==> src/rtl/uc_io_sequencer_if.sv <==
// Peripheral transfer handshake between the io sequencer (master) and the datos-bus peripheral (slave).
interface uc_io_sequencer_if;
    logic io_req;
    logic io_wr;
    logic io_ack;

    modport master (output io_req, output io_wr, input io_ack);
    modport slave  (input io_req, input io_wr, output io_ack);
endinterface

==> src/rtl/uc_io_sequencer.sv <==
// Control unit: decodes opcode/z into datapath selects, stalls PC across IN/OUT handshakes, guards stack depth.
// Optional IO watchdog enabled by defining UC_IO_TIMEOUT_EN.
module uc_io_sequencer #(
    parameter int unsigned STACK_DEPTH = 16
`ifdef UC_IO_TIMEOUT_EN
    , parameter int unsigned IO_TIMEOUT = 255
`endif
) (
    input  logic                 clk,
    input  logic                 reset,
    input  logic [5:0]           opcode,
    input  logic                 z,
    uc_io_sequencer_if.master    io,
    output logic                 pc_en,
    output logic                 s_inc,
    output logic                 s_stack_mux,
    output logic                 push,
    output logic                 pop,
    output logic                 we3,
    output logic                 wez,
    output logic                 s_mux_alu,
    output logic                 s_inm,
    output logic                 oe,
    output logic [2:0]           op_alu,
    output logic                 stk_ovf,
    output logic                 stk_unf,
    output logic                 io_err
);

    localparam int unsigned SP_W = $clog2(STACK_DEPTH + 1);
    localparam logic [SP_W-1:0] SP_FULL = SP_W'(STACK_DEPTH);

    localparam logic [5:0] OP_J    = 6'b010000;
    localparam logic [5:0] OP_JZ   = 6'b010001;
    localparam logic [5:0] OP_JNZ  = 6'b010010;
    localparam logic [5:0] OP_CALL = 6'b010011;
    localparam logic [5:0] OP_RET  = 6'b010100;
    localparam logic [5:0] OP_IN   = 6'b011000;
    localparam logic [5:0] OP_OUT  = 6'b011001;

    typedef enum logic [1:0] {
        RUN     = 2'd0,
        IO_WAIT = 2'd1,
        HALT    = 2'd2
    } state_t;

    state_t          state, state_nxt;
    logic [SP_W-1:0] sp, sp_nxt;
    logic            io_out_q, io_out_nxt;
    logic            stk_ovf_nxt, stk_unf_nxt;

    logic pc_en_c, push_c, pop_c, we3_c, wez_c, oe_c, io_req_c, io_wr_c;

`ifdef UC_IO_TIMEOUT_EN
    localparam int unsigned CNT_W = $clog2(IO_TIMEOUT + 1);
    localparam logic [CNT_W-1:0] TMO_LAST = CNT_W'(IO_TIMEOUT - 1);

    logic [CNT_W-1:0] cnt, cnt_nxt;
    logic             io_err_nxt;
`endif

    // State, stack depth and sticky error registers
    always_ff @(posedge clk or posedge reset) begin
        if (reset) begin
            state    <= RUN;
            sp       <= '0;
            io_out_q <= 1'b0;
            stk_ovf  <= 1'b0;
            stk_unf  <= 1'b0;
        end else begin
            state    <= state_nxt;
            sp       <= sp_nxt;
            io_out_q <= io_out_nxt;
            stk_ovf  <= stk_ovf_nxt;
            stk_unf  <= stk_unf_nxt;
        end
    end

`ifdef UC_IO_TIMEOUT_EN
    always_ff @(posedge clk or posedge reset) begin
        if (reset) begin
            cnt    <= '0;
            io_err <= 1'b0;
        end else begin
            cnt    <= cnt_nxt;
            io_err <= io_err_nxt;
        end
    end
`else
    assign io_err = 1'b0;
`endif

    // Decode and next-state
    always_comb begin
        state_nxt   = state;
        sp_nxt      = sp;
        io_out_nxt  = io_out_q;
        stk_ovf_nxt = stk_ovf;
        stk_unf_nxt = stk_unf;
        pc_en_c     = 1'b0;
        s_inc       = 1'b1;
        s_stack_mux = 1'b1;
        push_c      = 1'b0;
        pop_c       = 1'b0;
        we3_c       = 1'b0;
        wez_c       = 1'b0;
        s_mux_alu   = 1'b0;
        s_inm       = 1'b0;
        oe_c        = 1'b0;
        op_alu      = 3'b000;
        io_req_c    = 1'b0;
        io_wr_c     = 1'b0;
`ifdef UC_IO_TIMEOUT_EN
        cnt_nxt     = '0;
        io_err_nxt  = io_err;
`endif
        unique case (state)
            RUN: begin
                pc_en_c = 1'b1;
                casez (opcode)
                    6'b000???: begin
                        op_alu    = opcode[2:0];
                        s_mux_alu = 1'b1;
                        we3_c     = 1'b1;
                        wez_c     = 1'b1;
                    end
                    6'b001???: begin
                        op_alu = opcode[2:0];
                        we3_c  = 1'b1;
                        wez_c  = 1'b1;
                    end
                    OP_J:   s_inc = 1'b0;
                    OP_JZ:  s_inc = ~z;
                    OP_JNZ: s_inc = z;
                    OP_CALL: begin
                        s_inc = 1'b0;
                        if (sp == SP_FULL) begin
                            pc_en_c     = 1'b0;
                            stk_ovf_nxt = 1'b1;
                            state_nxt   = HALT;
                        end else begin
                            push_c = 1'b1;
                            sp_nxt = sp + SP_W'(1);
                        end
                    end
                    OP_RET: begin
                        s_stack_mux = 1'b0;
                        if (sp == '0) begin
                            pc_en_c     = 1'b0;
                            stk_unf_nxt = 1'b1;
                            state_nxt   = HALT;
                        end else begin
                            pop_c  = 1'b1;
                            sp_nxt = sp - SP_W'(1);
                        end
                    end
                    OP_IN, OP_OUT: begin
                        pc_en_c    = 1'b0;
                        io_out_nxt = opcode[0];
                        state_nxt  = IO_WAIT;
                    end
                    default: ;
                endcase
            end
            IO_WAIT: begin
                io_req_c = 1'b1;
                io_wr_c  = io_out_q;
                oe_c     = io_out_q;
                // An ack in the timeout cycle still completes normally
                if (io.io_ack) begin
                    pc_en_c   = 1'b1;
                    s_inm     = ~io_out_q;
                    we3_c     = ~io_out_q;
                    state_nxt = RUN;
                end
`ifdef UC_IO_TIMEOUT_EN
                else if (cnt == TMO_LAST) begin
                    pc_en_c    = 1'b1;
                    io_err_nxt = 1'b1;
                    state_nxt  = RUN;
                end else begin
                    cnt_nxt = cnt + CNT_W'(1);
                end
`endif
            end
            HALT: ;
            default: state_nxt = RUN;
        endcase
    end

    // Enables are forced low while reset is held
    assign pc_en     = pc_en_c  & ~reset;
    assign push      = push_c   & ~reset;
    assign pop       = pop_c    & ~reset;
    assign we3       = we3_c    & ~reset;
    assign wez       = wez_c    & ~reset;
    assign oe        = oe_c     & ~reset;
    assign io.io_req = io_req_c & ~reset;
    assign io.io_wr  = io_wr_c;

endmodule

==> src/flat_wrapper.sv <==
// flat-port wrapper written by rule: the top's interface ports become plain ports
module uc_io_sequencer_flat 
#(
    parameter int unsigned STACK_DEPTH = 16

)
  (clk, reset, opcode, z, pc_en, s_inc, s_stack_mux, push, pop, we3, wez, s_mux_alu, s_inm, oe, op_alu, stk_ovf, stk_unf, io_err, io_io_req, io_io_wr, io_io_ack);
  uc_io_sequencer_if io_i ();
  input  logic clk;
  input  logic reset;
  input  logic [5:0] opcode;
  input  logic z;
  output logic pc_en;
  output logic s_inc;
  output logic s_stack_mux;
  output logic push;
  output logic pop;
  output logic we3;
  output logic wez;
  output logic s_mux_alu;
  output logic s_inm;
  output logic oe;
  output logic [2:0] op_alu;
  output logic stk_ovf;
  output logic stk_unf;
  output logic io_err;
  output wire logic [$bits(io_i.io_req)-1:0] io_io_req;
  output wire logic [$bits(io_i.io_wr)-1:0] io_io_wr;
  input wire logic [$bits(io_i.io_ack)-1:0] io_io_ack;
  assign io_io_req = io_i.io_req;
  assign io_io_wr = io_i.io_wr;
  assign io_i.io_ack = io_io_ack;
  uc_io_sequencer #(.STACK_DEPTH(STACK_DEPTH)) u_core (.clk(clk), .reset(reset), .opcode(opcode), .z(z), .io(io_i), .pc_en(pc_en), .s_inc(s_inc), .s_stack_mux(s_stack_mux), .push(push), .pop(pop), .we3(we3), .wez(wez), .s_mux_alu(s_mux_alu), .s_inm(s_inm), .oe(oe), .op_alu(op_alu), .stk_ovf(stk_ovf), .stk_unf(stk_unf), .io_err(io_err));
endmodule
==> config.mk <==
export PLATFORM = sky130hd
export DESIGN_NAME = uc_io_sequencer_flat
export DESIGN_NICKNAME = d
export VERILOG_FILES = /design/src/rtl/uc_io_sequencer_if.sv /design/src/rtl/uc_io_sequencer.sv /design/src/flat_wrapper.sv
export SDC_FILE = /design/constraint.sdc
export NUM_CORES = 1
export LEC_CHECK = 0
export BUFFER_PORTS_ARGS = -buffer_cell sky130_fd_sc_hd__buf_4
export CORE_AREA = 2 2 49 51
export DETAILED_ROUTE_END_ITERATION = 10
export DIE_AREA = 0 0 51 53
export SLEW_MARGIN = 20
export SYNTH_ARGS = -nofsm -noshare
export SYNTH_HDL_FRONTEND = slang
export SYNTH_SLANG_ARGS = --single-unit
==> constraint.sdc <==
create_clock -name clk -period 2 [get_ports clk]
set_input_delay 0.4 -clock clk [delete_from_list [all_inputs] [get_ports clk]]
set_output_delay 0.4 -clock clk [all_outputs]
set_load 0.02 [all_outputs]
## Word-level counts from Yosys, hierarchy flattened

Index checks and enable logic that the tools add are counted.

- Reductions and logical operators: 12
- Bitwise logic cells: 11
- Equality and inequality tests: 17
- Div/mod/pow operators: 0
- Order comparisons: 0
- Add/sub/neg operators: 2
- Multiply operators: 0
- Multiplexer cells: 32
- Shift-type cells: 0

Operators by type and width:

| operator | number |
|---|---|
| 6-bit by 5-bit equality test with 1-bit output (second input constant) | 7 |
| 1-bit 2-to-1 mux | 18 |
| 2-bit case mux with 3 select lines | 2 |
| 5-bit 2-to-1 mux | 2 |
| 5-bit case mux with 2 select lines | 1 |
| 1-bit AND | 7 |
| 2-bit 2-to-1 mux | 3 |
| 3-bit 2-to-1 mux | 2 |
| 2-bit inequality test (second input constant) | 3 |
| 3-bit by 2-bit inequality test with 1-bit output (second input constant) | 2 |
| 1-bit case mux with 3 select lines | 2 |
| 3-bit AND reduction | 2 |
| 2-bit OR reduction | 3 |
| 5-bit by 1-bit adder with 5-bit output (second input constant) | 1 |
| 5-bit equality test (second input constant) | 1 |
| 5-bit logical NOT | 1 |
| 5-bit AND reduction | 1 |
| 5-bit by 1-bit subtractor with 5-bit output (second input constant) | 1 |
| 4-bit by 3-bit inequality test with 1-bit output (second input constant) | 1 |
| 1-bit inverter | 4 |
| 1-bit case mux with 2 select lines | 2 |
| 4-bit AND reduction | 1 |
| 3-bit by 1-bit equality test with 1-bit output (second input constant) | 1 |
| 3-bit logical NOT | 1 |
| 5 further kinds | 5 |

- Register bits: 10
- Output and inout bits: 18
- Memories: 0
- Latch bits: 0
- Bits in writable memories: 0
- Bits in read-only memories: 0

## Longest topological paths before layout

Gate-level depths: netlist (run 1).

- Word-level depth: 5
- Mapped depth: 9
- Mapped depth without buffers: 9

## Worst setup path after synthesis (run 1)

No wires, ideal clock.

- Path kind: in2out
- From: in opcode[0]
- To: out pc_en
- Stages on the path: 5
- Arrival: 1804 ps
- Slack: -204 ps
- Data required time: 1600 ps
- Cells stage by stage: and3b_1 > mux2i_1 > nor3_4 > or3b_1 > a211oi_1

- Word-level cells in the longest chain between the ends: 5

Ends and longest elaborated chain:

| element | line | text |
|---|---|---|
| start: declaration | flat_wrapper.sv:11 | `input logic [5:0] opcode;` |
| 6-bit by 5-bit equality test with 1-bit output | uc_io_sequencer.sv:120 | `casez (opcode)` |
| 2-bit OR reduction | uc_io_sequencer.sv:120 |  |
| 1-bit case mux with 3 select lines * | uc_io_sequencer.sv:120 |  |
| 1-bit case mux with 2 select lines * | uc_io_sequencer.sv:117 | `unique case (state)` |
| 1-bit AND * | uc_io_sequencer.sv:192 | `assign pc_en = pc_en_c & ~reset;` |
| end: declaration | flat_wrapper.sv:13 | `output logic pc_en;` |

Mark *: on every way between the ends. The rest lies on a longest branch, timed or not.

## Final worst setup path (run 1)

- From: reg u_core.sp[2]
- To: out pc_en

- Word-level cells in the longest chain between the ends: 5

Ends and longest elaborated chain:

| element | line | text |
|---|---|---|
| start: declaration | uc_io_sequencer.sv:48 | `logic [SP_W-1:0] sp, sp_nxt;` |
| start signal: assignment | uc_io_sequencer.sv:72 | `sp <= sp_nxt;` |
| 5-bit equality test or 5-bit logical NOT (tied branches) | uc_io_sequencer.sv:137, uc_io_sequencer.sv:148 |  |
| 1-bit 2-to-1 mux (on tied branches) | uc_io_sequencer.sv:137, uc_io_sequencer.sv:148 |  |
| 1-bit case mux with 3 select lines * | uc_io_sequencer.sv:120 |  |
| 1-bit case mux with 2 select lines * | uc_io_sequencer.sv:117 |  |
| 1-bit AND * | uc_io_sequencer.sv:192 |  |

Marks and branches as above.

==> run_results.csv, run 1 <==
group,metric,value,unit
logic_synthesis,synth_top_area_cell,"sky130_fd_sc_hd__dfrtp_1",
setup_path,critical_path.cell_chain,"or4_4, nor3_4, or3b_1, a211oi_2, buf_4",
sta,final-setup-viol-count,3,
placed_design,place.detailed.hpwl,1730,um
setup_path,cp_data_arrival_time,1.73,ns
layout,n_antenna_cell,0,
logic_synthesis,post_synth_xor_area_fraction,3.19,%
layout,num-nets-final,158,
floorplanning,die_area,0.00270,mm^2
clocking,clock_latency,0.27,ns
placed_design,placed_cells,161,
sta,grt_setup_unrepaired,"yes",
sta,final-max-slew-violation-count,0,
logic_synthesis,synthesis.instances,92,
global_routing,grt_first_pass_wirelength,3660,um
layout,filler_cell_count_in_the_final_layout,191,
sta,hold_viol_final,0,
detailed_routing,wire_per_inst,13.5,um
detailed_routing,finalWirelength,2300,um
layout,utilization,65.1,%
global_routing,grt_util_all_layers,18.8,%
global_routing,globalRouteOverflowTotal,0,
placed_design,buffer_ports.inserted,26,
clocking,cts_tree,"yes",
setup_path,cp_data_required_time,1.60,ns
setup_path,cell_at_the_slowest_stage_of_the_critical_path,"sky130_fd_sc_hd__or4_4",
sta,period_share,106,%
logic_synthesis,synth.distinct_cells,40,
placed_design,gp_weighted_congestion,0.816,
logic_synthesis,mappedNetlistArea,823,um^2
logic_synthesis,synth_seq_cells,10,
hold_path,hold_path.class,"in2async",
global_routing,antenna_found_initial,0,
detailed_routing,viasPerCell,5.05,
job,cap_viol_max_count,0,
layout,syn_to_final_growth,69.9,%
sta,fin_skew,0.00875,ns
detailed_routing,final_antenna_net_count,0,
clocking,clock_tree.root_cell,"sky130_fd_sc_hd__clkbuf_4",
floorplanning,total_number_of_placement_rows,17,
setup_path,critical_path_class,"reg2out",
sta,worst_slack,-0.128,ns
logic_synthesis,synthFlopType,"sky130_fd_sc_hd__dfrtp_1",
setup_path,setup.worst_path.end_class,"primary output",
setup_path,cp_max_fo,2,
setup_path,worst_r2r_path_depth,8,
logic_synthesis,synthMostInstantiatedCell,"sky130_fd_sc_hd__nor2_1",
setup_path,cp_slowest_stage_delay,0.57,ns
clocking,cts-buffers-inserted,3,
outcome,violations,"negative setup slack",
power,power_per_cell_area,774,mW/mm^2
floorplanning,start_util,38.3,%
clocking,postCtsHoldBufs,0,
floorplanning,horiz_die_dim,51,um
logic_synthesis,synthMuxAreaShare,9.27,%
detailed_routing,first_pass_iters,4,
floorplanning,die-height,53,um
detailed_routing,routed-via-count,864,
sta,post-route-min-period,2.13,ns
logic_synthesis,ys_warn_count,0,
layout,final_cell_count_no_fill,171,
global_routing,grt_max_degree,11,
clocking,clkTransAtPathRegs,0.08,ns
logic_synthesis,part_of_the_yosys_area_used_for_sequential_elements,30.4,%
logic_synthesis,synth_fa_ha_area_share,6.99,%
sta,achievable_freq,470,MHz
setup_path,setup.worst_path.start_class,"flip-flop",
sta,worst_hold_slack,0.160,ns
logic_synthesis,synth-simple-area-share,32.1,%
logic_synthesis,synth_top_cell_area_share,30.4,%
clocking,number_of_sinks_handled_by_clock_tree_synthesis,10,
global_routing,grt_pass1_vias,845,
detailed_routing,drc_errors,0,
detailed_routing,first_iter_violations,10,
logic_synthesis,count_of_flip_flops_with_a_built_in_enable_after_synthesis,0,
outcome,status,"finished, violations left",
floorplanning,ioPinCount,28,
floorplanning,core_area,0.00215,mm^2
clocking,cts-htree-levels,1,
logic_synthesis,synth.net_count,106,
power,power.static_leakage,0.668,nW
power,max-vdd-ir-drop,540,uV
logic_synthesis,yosys-top-cells-count,"13 x sky130_fd_sc_hd__nor2_1, 10 x sky130_fd_sc_hd__dfrtp_1, 6 x sky130_fd_sc_hd__nand2_1, 6 x sky130_fd_sc_hd__nor3_1, 4 x sky130_fd_sc_hd__inv_1",
logic_synthesis,ys_top_cells_by_area,"sky130_fd_sc_hd__dfrtp_1 30%, sky130_fd_sc_hd__nor2_1 5.9%, sky130_fd_sc_hd__ha_1 4.6%",
logic_synthesis,avgSynthCellArea,8.95,um^2
logic_synthesis,largest_family_of_logic_cells_by_synthesized_area,"simple AND/OR/NAND/NOR gates",
logic_synthesis,synth-compound-area-share,12.6,%
layout,final_layout_size_suffix_gt1_share,60.1,%
logic_synthesis,async_flop_share,100,%
clocking,buffers_from_clock_root_to_sink_at_most,2,
==> per-layer routing <==
layer	wire (um)	share of wire (%)	vias to the layer above	global-route usage, %
met5	0	0	-	0
met1	926	40	409	20.7
li1	-	-	425	-
met3	86	3.7	5	2.26
met2	1240	54	25	34.6
met4	45	2.0	0	10.8
==> cell type report <==
cell class	count	area (um^2)	area share [%]
clock buffer	4	36.3	2.59
timing repair buffer	52	424	30.3
sequential	10	250	17.9
multi-input combinational	73	638	45.6
inverter	4	15.0	1.07
tap	28	35.0	2.50
==> kinds of logic (layout without fill, tap and decap cells) <==
family | after synthesis | in the layout
xor gates and xnor gates | 3 | 3
and+or+nand+nor | 45 | 45
adders and majority gates | 4 | 4
buffers and inverters | 9 | 60
AOI/OAI and AO/OA | 13 | 13
muxes | 7 | 7
DFF | 10 | 10
other | 1 | 1
==> through the flow <==
step	power (mW)	instance area [um^2]	worst slack, ns	setup TNS, ns
floorplan	0.605	866	-0.0373	-0.0373
global placement	0.776	1220	-0.174	-0.487
detailed placement	0.785	1220	-0.169	-0.499
CTS	1.03	1350	-0.134	-0.254
global route	1.16	1400	-0.228	-0.488
finish	1.08	1400	-0.128	-0.228
==> state kept, by name, indices dropped and copies added, names as in the netlist <==
name and flops:
u_core.io_out_q 1, u_core.sp 5, u_core.state 2, u_core.stk_ovf 1
u_core.stk_unf 1
==> critical path, delay by kind of cell (launching register included) <==
family / cells / cell delay [ns]
simple gates: 3 / 0.87
flops: 1 / 0.39
buf+inv: 1 / 0.16
compound gates: 1 / 0.06
==> layout by cell type (no fill, tap or decap), types with 2 or more instances in the layout <==
cell / instances
sky130_fd_sc_hd__nand2_1: 6
sky130_fd_sc_hd__nand2_2: 2
sky130_fd_sc_hd__xnor2_1: 3
sky130_fd_sc_hd__nor2_1: 10
sky130_fd_sc_hd__a31oi_1: 2
sky130_fd_sc_hd__mux2_2: 3
sky130_fd_sc_hd__nor3_4: 2
sky130_fd_sc_hd__clkbuf_4: 3
sky130_fd_sc_hd__inv_1: 3
sky130_fd_sc_hd__ha_1: 2
sky130_fd_sc_hd__nor3b_4: 2
sky130_fd_sc_hd__and2_1: 3
sky130_fd_sc_hd__or3b_1: 2
sky130_fd_sc_hd__or4_1: 2
sky130_fd_sc_hd__nor3_1: 2
sky130_fd_sc_hd__buf_4: 44
sky130_fd_sc_hd__nor3_2: 3
sky130_fd_sc_hd__mux2_1: 2
sky130_fd_sc_hd__nor2_4: 2
sky130_fd_sc_hd__dfrtp_1: 10
sky130_fd_sc_hd__buf_6: 7
==> where the power goes <==
group          internal [mW]  switching (mW)
clock network          0.111          0.0764
registers              0.260          0.0479
logic                  0.321           0.268
total                  0.691           0.392
==> what timing repair did <==
action / 4_1_cts / 5_1_grt
pin swaps: 6 / 7
gates resized for setup: 14 / 11
cloned: 0 / 0
setup buffers: 5 / 1
setup endpoints to repair: 10 / 8
==> worst paths after layout <==
path / from / endpoint / slack (ns)
setup / recovery: u_core.sp[2] / pc_en / -0.13
hold / removal: reset / u_core.io_out_q / 0.16
setup reg to reg: u_core.sp[1] / u_core.sp[4] / 0.22
hold reg to reg: u_core.stk_unf / u_core.stk_unf / 0.48
max in group asynchronous: reset / u_core.sp[3] / 1.56
min in group clk: opcode[0] / u_core.io_out_q / 0.38
Power figures use the tool's default switching activity.
==> run 2: changes to the inputs <==
- CTS_CLUSTER_DIAMETER: unset -> 60
- clock period: 2 -> 2.1 ns (I/O delays scaled with it)
==> run_results.csv, run 2 (synthesized netlist as in run 1, its figures left out) <==
group,metric,value,unit
sta,hold_viol_final,0,
detailed_routing,finalWirelength,2190,um
setup_path,critical_path_class,"reg2out",
sta,fin_skew,0.00600,ns
layout,top_register,"u_core.sp",
placed_design,buffer_ports.inserted,26,
sta,period_share,104,%
layout,largest_register_ffs,5,
setup_path,critical_path.cell_chain,"mux2i_4, nor3_4, or3b_1, a211oi_2, buf_4",
outcome,violations,"negative setup slack",
setup_path,critical_path.reg2reg.startpoint,"u_core.sp[0]",
power,max-vdd-ir-drop,632,uV
global_routing,globalRouteOverflowTotal,0,
detailed_routing,final_antenna_net_count,0,
floorplanning,ioPinCount,28,
sta,tns,-0.0793,ns
power,power.static_leakage,0.684,nW
setup_path,endpoint_of_the_worst_slack_reg_to_reg_timing_path,"u_core.sp[4]",
sta,final-setup-viol-count,2,
sta,worst_hold_slack,0.204,ns
sta,worst_slack,-0.0763,ns
sta,final-max-slew-violation-count,0,
clocking,number_of_sinks_handled_by_clock_tree_synthesis,10,
layout,layout_common_cells,"44 x sky130_fd_sc_hd__buf_4, 12 x sky130_fd_sc_hd__nor2_1, 10 x sky130_fd_sc_hd__dfrtp_1",
power,power_per_cell_area,700,mW/mm^2
detailed_routing,drc_errors,0,
clocking,cts_tree,"yes",
global_routing,grt_max_degree,11,
global_routing,grt_first_pass_wirelength,3340,um
floorplanning,start_util,38.3,%
layout,layout.cells.most_common,"sky130_fd_sc_hd__buf_4",
placed_design,gp_weighted_congestion,0.758,
clocking,buffers_from_clock_root_to_sink_at_most,2,
sta,post-route-min-period,2.18,ns
floorplanning,core_area,0.00215,mm^2
placed_design,placed_cells,161,
detailed_routing,viasPerCell,4.96,
layout,final_area,0.00140,mm^2
setup_path,worst_r2r_path_depth,7,
setup_path,cp_data_required_time,1.68,ns
global_routing,grt_pass1_vias,789,
layout,syn_to_final_growth,70.5,%
setup_path,cp_max_fo,2,
floorplanning,die_area,0.00270,mm^2
floorplanning,die-height,53,um
clocking,clock_latency,0.26,ns
setup_path,cp_slowest_stage_delay,0.42,ns
layout,filler_cell_count_in_the_final_layout,175,
setup_path,endpoint_of_the_most_critical_setup_path,"pc_en",
floorplanning,horiz_die_dim,51,um
clocking,clock_tree.root_cell,"sky130_fd_sc_hd__clkbuf_4",
job,cap_viol_max_count,0,
layout,final_cell_count_no_fill,171,
clocking,cts-buffers-inserted,3,
sta,grt_setup_unrepaired,"yes",
placed_design,postPlaceCellArea,0.00119,mm^2
global_routing,antenna_found_initial,0,
outcome,status,"finished, violations left",
layout,n_antenna_cell,0,
clocking,cts-htree-levels,1,
detailed_routing,wire_per_inst,12.8,um
placed_design,place.detailed.hpwl,1610,um
setup_path,setup.worst_path.end_class,"primary output",
setup_path,rrSetupSlack,0.31,ns
layout,layout_top_registers,"u_core.sp x5, u_core.state x2",
setup_path,timing.critical_path.from,"u_core.sp[4]",
hold_path,hold_path.class,"in2async",
setup_path,setup.worst_path.start_class,"flip-flop",
floorplanning,total_number_of_placement_rows,17,
detailed_routing,routed-via-count,848,
clocking,postCtsHoldBufs,0,
layout,final_layout_size_suffix_gt1_share,59.4,%
detailed_routing,first_iter_violations,10,
layout,utilization,65.3,%
layout,num-nets-final,159,
detailed_routing,first_pass_iters,4,
setup_path,cell_at_the_slowest_stage_of_the_critical_path,"sky130_fd_sc_hd__dfrtp_1",
setup_path,cp_data_arrival_time,1.76,ns
sta,achievable_freq,459,MHz
global_routing,grt_util_all_layers,16.6,%
clocking,clkTransAtPathRegs,0.06,ns
run 2: final cells by class:
cell class	instances	area, um^2	area share [%]
flip-flops and latches	10	250	17.8
clock buffers	3	22.5	1.60
repair buffers	53	432	30.7
inverters	4	15.0	1.07
well taps	28	35.0	2.50
multi-input cells	73	649	46.3
run 2: critical path: cells and delay by family, from the launching register on:
family | cells | cell delay [ns]
AO/OA/AOI/OAI | 1 | 0.23
multiplexers | 1 | 0.27
buffers and inverters | 1 | 0.17
flip-flops | 1 | 0.42
AND/OR/NAND/NOR | 2 | 0.42
run 2: report_power, final:
part           switching [mW]  internal [mW]
Sequential             0.0574          0.248
Clock                  0.0586         0.0658
Combinational           0.248          0.305
run 2: routing by layer:
metal	vias up	routed length, um	part of all wire, %	global-route usage, %
met5	-	0	0	0
met4	0	14	0.64	6.76
met3	4	115	5.3	2.26
met2	26	1130	52	30.3
met1	393	925	42	19.3
li1	425	-	-	-
run 2: per-stage QoR:
stage	setup slack [ns]	power [mW]
2_1_floorplan	0.00415	0.555
3_3_place_gp	-0.182	0.695
3_5_place_dp	-0.202	0.707
4_1_cts	-0.0624	0.882
5_1_grt	-0.112	1.05
6_report	-0.0763	0.983
run 2: how the worst min path moves through the flow:
| stage | from | end | depth (start not counted) |
|---|---|---|---|
| 2_1_floorplan | reset | u_core.io_out_q | 2 |
| 3_3_place_gp | u_core.stk_unf | u_core.stk_unf | 1 |
| 3_5_place_dp | u_core.stk_unf | u_core.stk_unf | 1 |
| 4_1_cts | reset | u_core.state[1] | 2 |
| 5_1_grt | reset | u_core.state[1] | 2 |
| 6_report | reset | u_core.state[1] | 2 |
run 2: repair_timing:
item / CTS / global route
endpoints found under the setup margin: 3 / 7
pin swaps: 5 / 6
setup buffers: 4 / 3
gates resized for setup: 9 / 21
==> run 3: changes to the inputs <==
- RECOVER_POWER: unset -> 100
- TNS_END_PERCENT: unset -> 20
==> run_results.csv, run 3 (synthesized netlist as in run 1, its figures left out) <==
group,metric,value,unit
global_routing,grt_first_pass_wirelength,3400,um
power,power.static_leakage,0.576,nW
sta,hold_viol_final,0,
sta,achievable_freq,459,MHz
layout,final_area,0.00121,mm^2
hold_path,hold_path.class,"in2async",
setup_path,cp_data_required_time,1.68,ns
layout,num-nets-final,152,
placed_design,place.detailed.hpwl,1600,um
clocking,cts_tree,"yes",
detailed_routing,finalWirelength,2140,um
clocking,clock_tree.root_cell,"sky130_fd_sc_hd__clkbuf_4",
setup_path,cp.buffers_inverters,1,
placed_design,gp_weighted_congestion,0.778,
layout,sequential_cell_area,250,um^2
setup_path,cp_slowest_stage_delay,0.52,ns
layout,layout.cells.most_common,"sky130_fd_sc_hd__buf_4",
outcome,violations,"negative setup slack",
setup_path,path_delay_family,"simple AND/OR/NAND/NOR gates",
detailed_routing,wl_met2,1060,um
detailed_routing,wire_per_inst,13.0,um
layout,largest_register_ffs,5,
detailed_routing,detailroute.wirelength.met3,150,um
detailed_routing,viasPerCell,5.12,
layout,n_antenna_cell,0,
sta,fin_skew,0.00686,ns
global_routing,globalRouteOverflowTotal,0,
placed_design,buffer_ports.inserted,26,
floorplanning,start_util,38.3,%
detailed_routing,routed-via-count,844,
layout,final_cell_count_no_fill,165,
detailed_routing,drc_errors,0,
global_routing,antenna_found_initial,0,
setup_path,critical_path.cell_chain,"or4_4, nor3_4, or3b_1, a211oi_2, buf_4",
floorplanning,die_area,0.00270,mm^2
sta,period_share,104,%
outcome,status,"finished, violations left",
placed_design,placed_cells,158,
power,max-vdd-ir-drop,571,uV
floorplanning,die-height,53,um
clocking,clkTransAtPathRegs,0.07,ns
setup_path,setup.worst_path.end_class,"primary output",
clocking,cts-htree-levels,1,
sta,final-max-slew-violation-count,0,
setup_path,cp_data_arrival_time,1.76,ns
layout,top_register,"u_core.sp",
setup_path,critical_path_class,"reg2out",
setup_path,setup.worst_path.start_class,"flip-flop",
floorplanning,total_number_of_placement_rows,17,
placed_design,postPlaceCellArea,0.00116,mm^2
job,cap_viol_max_count,0,
sta,worst_slack,-0.0786,ns
layout,multi_input_comb_area,559,um^2
layout,filler_cell_count_in_the_final_layout,219,
layout,utilization,56.3,%
detailed_routing,first_iter_violations,28,
sta,final-setup-viol-count,1,
clocking,number_of_sinks_handled_by_clock_tree_synthesis,10,
clocking,clock_latency,0.27,ns
global_routing,grt_pass1_vias,775,
power,power_per_cell_area,769,mW/mm^2
clocking,buffers_from_clock_root_to_sink_at_most,2,
clocking,cts-buffers-inserted,3,
sta,grt_setup_unrepaired,"yes",
detailed_routing,highest-signal-layer,"met4",
global_routing,grt_max_degree,11,
layout,layout_top_registers,"u_core.sp x5, u_core.state x2",
setup_path,cp_max_fo,4,
floorplanning,horiz_die_dim,51,um
layout,layout_common_cells,"37 x sky130_fd_sc_hd__buf_4, 12 x sky130_fd_sc_hd__nor2_1, 10 x sky130_fd_sc_hd__dfrtp_1",
detailed_routing,wl_met1,899,um
clocking,postCtsHoldBufs,0,
floorplanning,ioPinCount,28,
setup_path,cell_at_the_slowest_stage_of_the_critical_path,"sky130_fd_sc_hd__or4_4",
detailed_routing,first_pass_iters,4,
sta,post-route-min-period,2.18,ns
floorplanning,core_area,0.00215,mm^2
layout,final_layout_size_suffix_gt1_share,44.5,%
detailed_routing,final_antenna_net_count,0,
layout,syn_to_final_growth,46.8,%
global_routing,grt_util_all_layers,16.9,%
==> run 3: what timing repair did <==
| item | in CTS | in global routing |
|---|---|---|
| resized for setup | 5 | 8 |
| setup buffers | 3 | 0 |
| hold endpoints to repair | 0 | 0 |
| pin swaps | 3 | 1 |
| setup endpoints to repair | 5 | 7 |
==> run 3: path summary, 6_finish.rpt <==
path                            slack (ns)              end            from  cells after the start
worst max-delay path                 -0.08            pc_en    u_core.sp[3]                      5
worst min-delay path                  0.17  u_core.state[1]           reset                      2
worst max register to register        0.15     u_core.sp[4]    u_core.sp[1]                      8
worst min register to register        0.47   u_core.stk_unf  u_core.stk_unf                      1
max in group asynchronous             1.64     u_core.sp[2]           reset                      2
min in group clk                      0.42  u_core.state[0]       io_io_ack                      3
==> run 3: worst register-to-register path: cells and delay by family, from the launching register on <==
kind / cells / cell delay (ns)
adder cells (fa/ha/maj): 1 / 0.38
multiplexers: 1 / 0.27
AND/OR/NAND/NOR: 1 / 0.16
buffers and inverters: 2 / 0.25
AO/OA/AOI/OAI: 3 / 0.43
flip-flops: 1 / 0.36
==> run 3: routing by layer <==
metal / global-route usage, % / vias to the layer above
met5: 0 / -
met4: 6.76 / 0
met3: 2.26 / 4
met2: 31.6 / 34
met1: 19.3 / 391
li1: - / 415
==> run 3: final cells by class <==
class | instances | area share, %
clock buffers | 4 | 3.00
inverters | 4 | 1.24
multi-input cells | 73 | 46.3
flip-flops and latches | 10 | 20.7
well taps | 28 | 2.90
repair buffers | 46 | 25.9
==> run 3: report_power, final <==
group	internal (mW)	switching (mW)	total (mW)
clock network	0.105	0.0732	0.179
logic	0.231	0.227	0.458
registers	0.248	0.0453	0.293
total	0.584	0.345	0.929
==> run 3: stage by stage <==
stage / TNS (ns) / power (mW) / hold slack [ns] / worst slack (ns)
2_1_floorplan: -0.0516 / 0.553 / 0.449 / -0.0282
6_report: -0.0786 / 0.929 / 0.174 / -0.0786
4_1_cts: -0.0953 / 0.931 / 0.185 / -0.0778
3_5_place_dp: -0.345 / 0.699 / 0.463 / -0.184
3_3_place_gp: -0.286 / 0.681 / 0.456 / -0.137
5_1_grt: -0.433 / 0.988 / 0.232 / -0.150
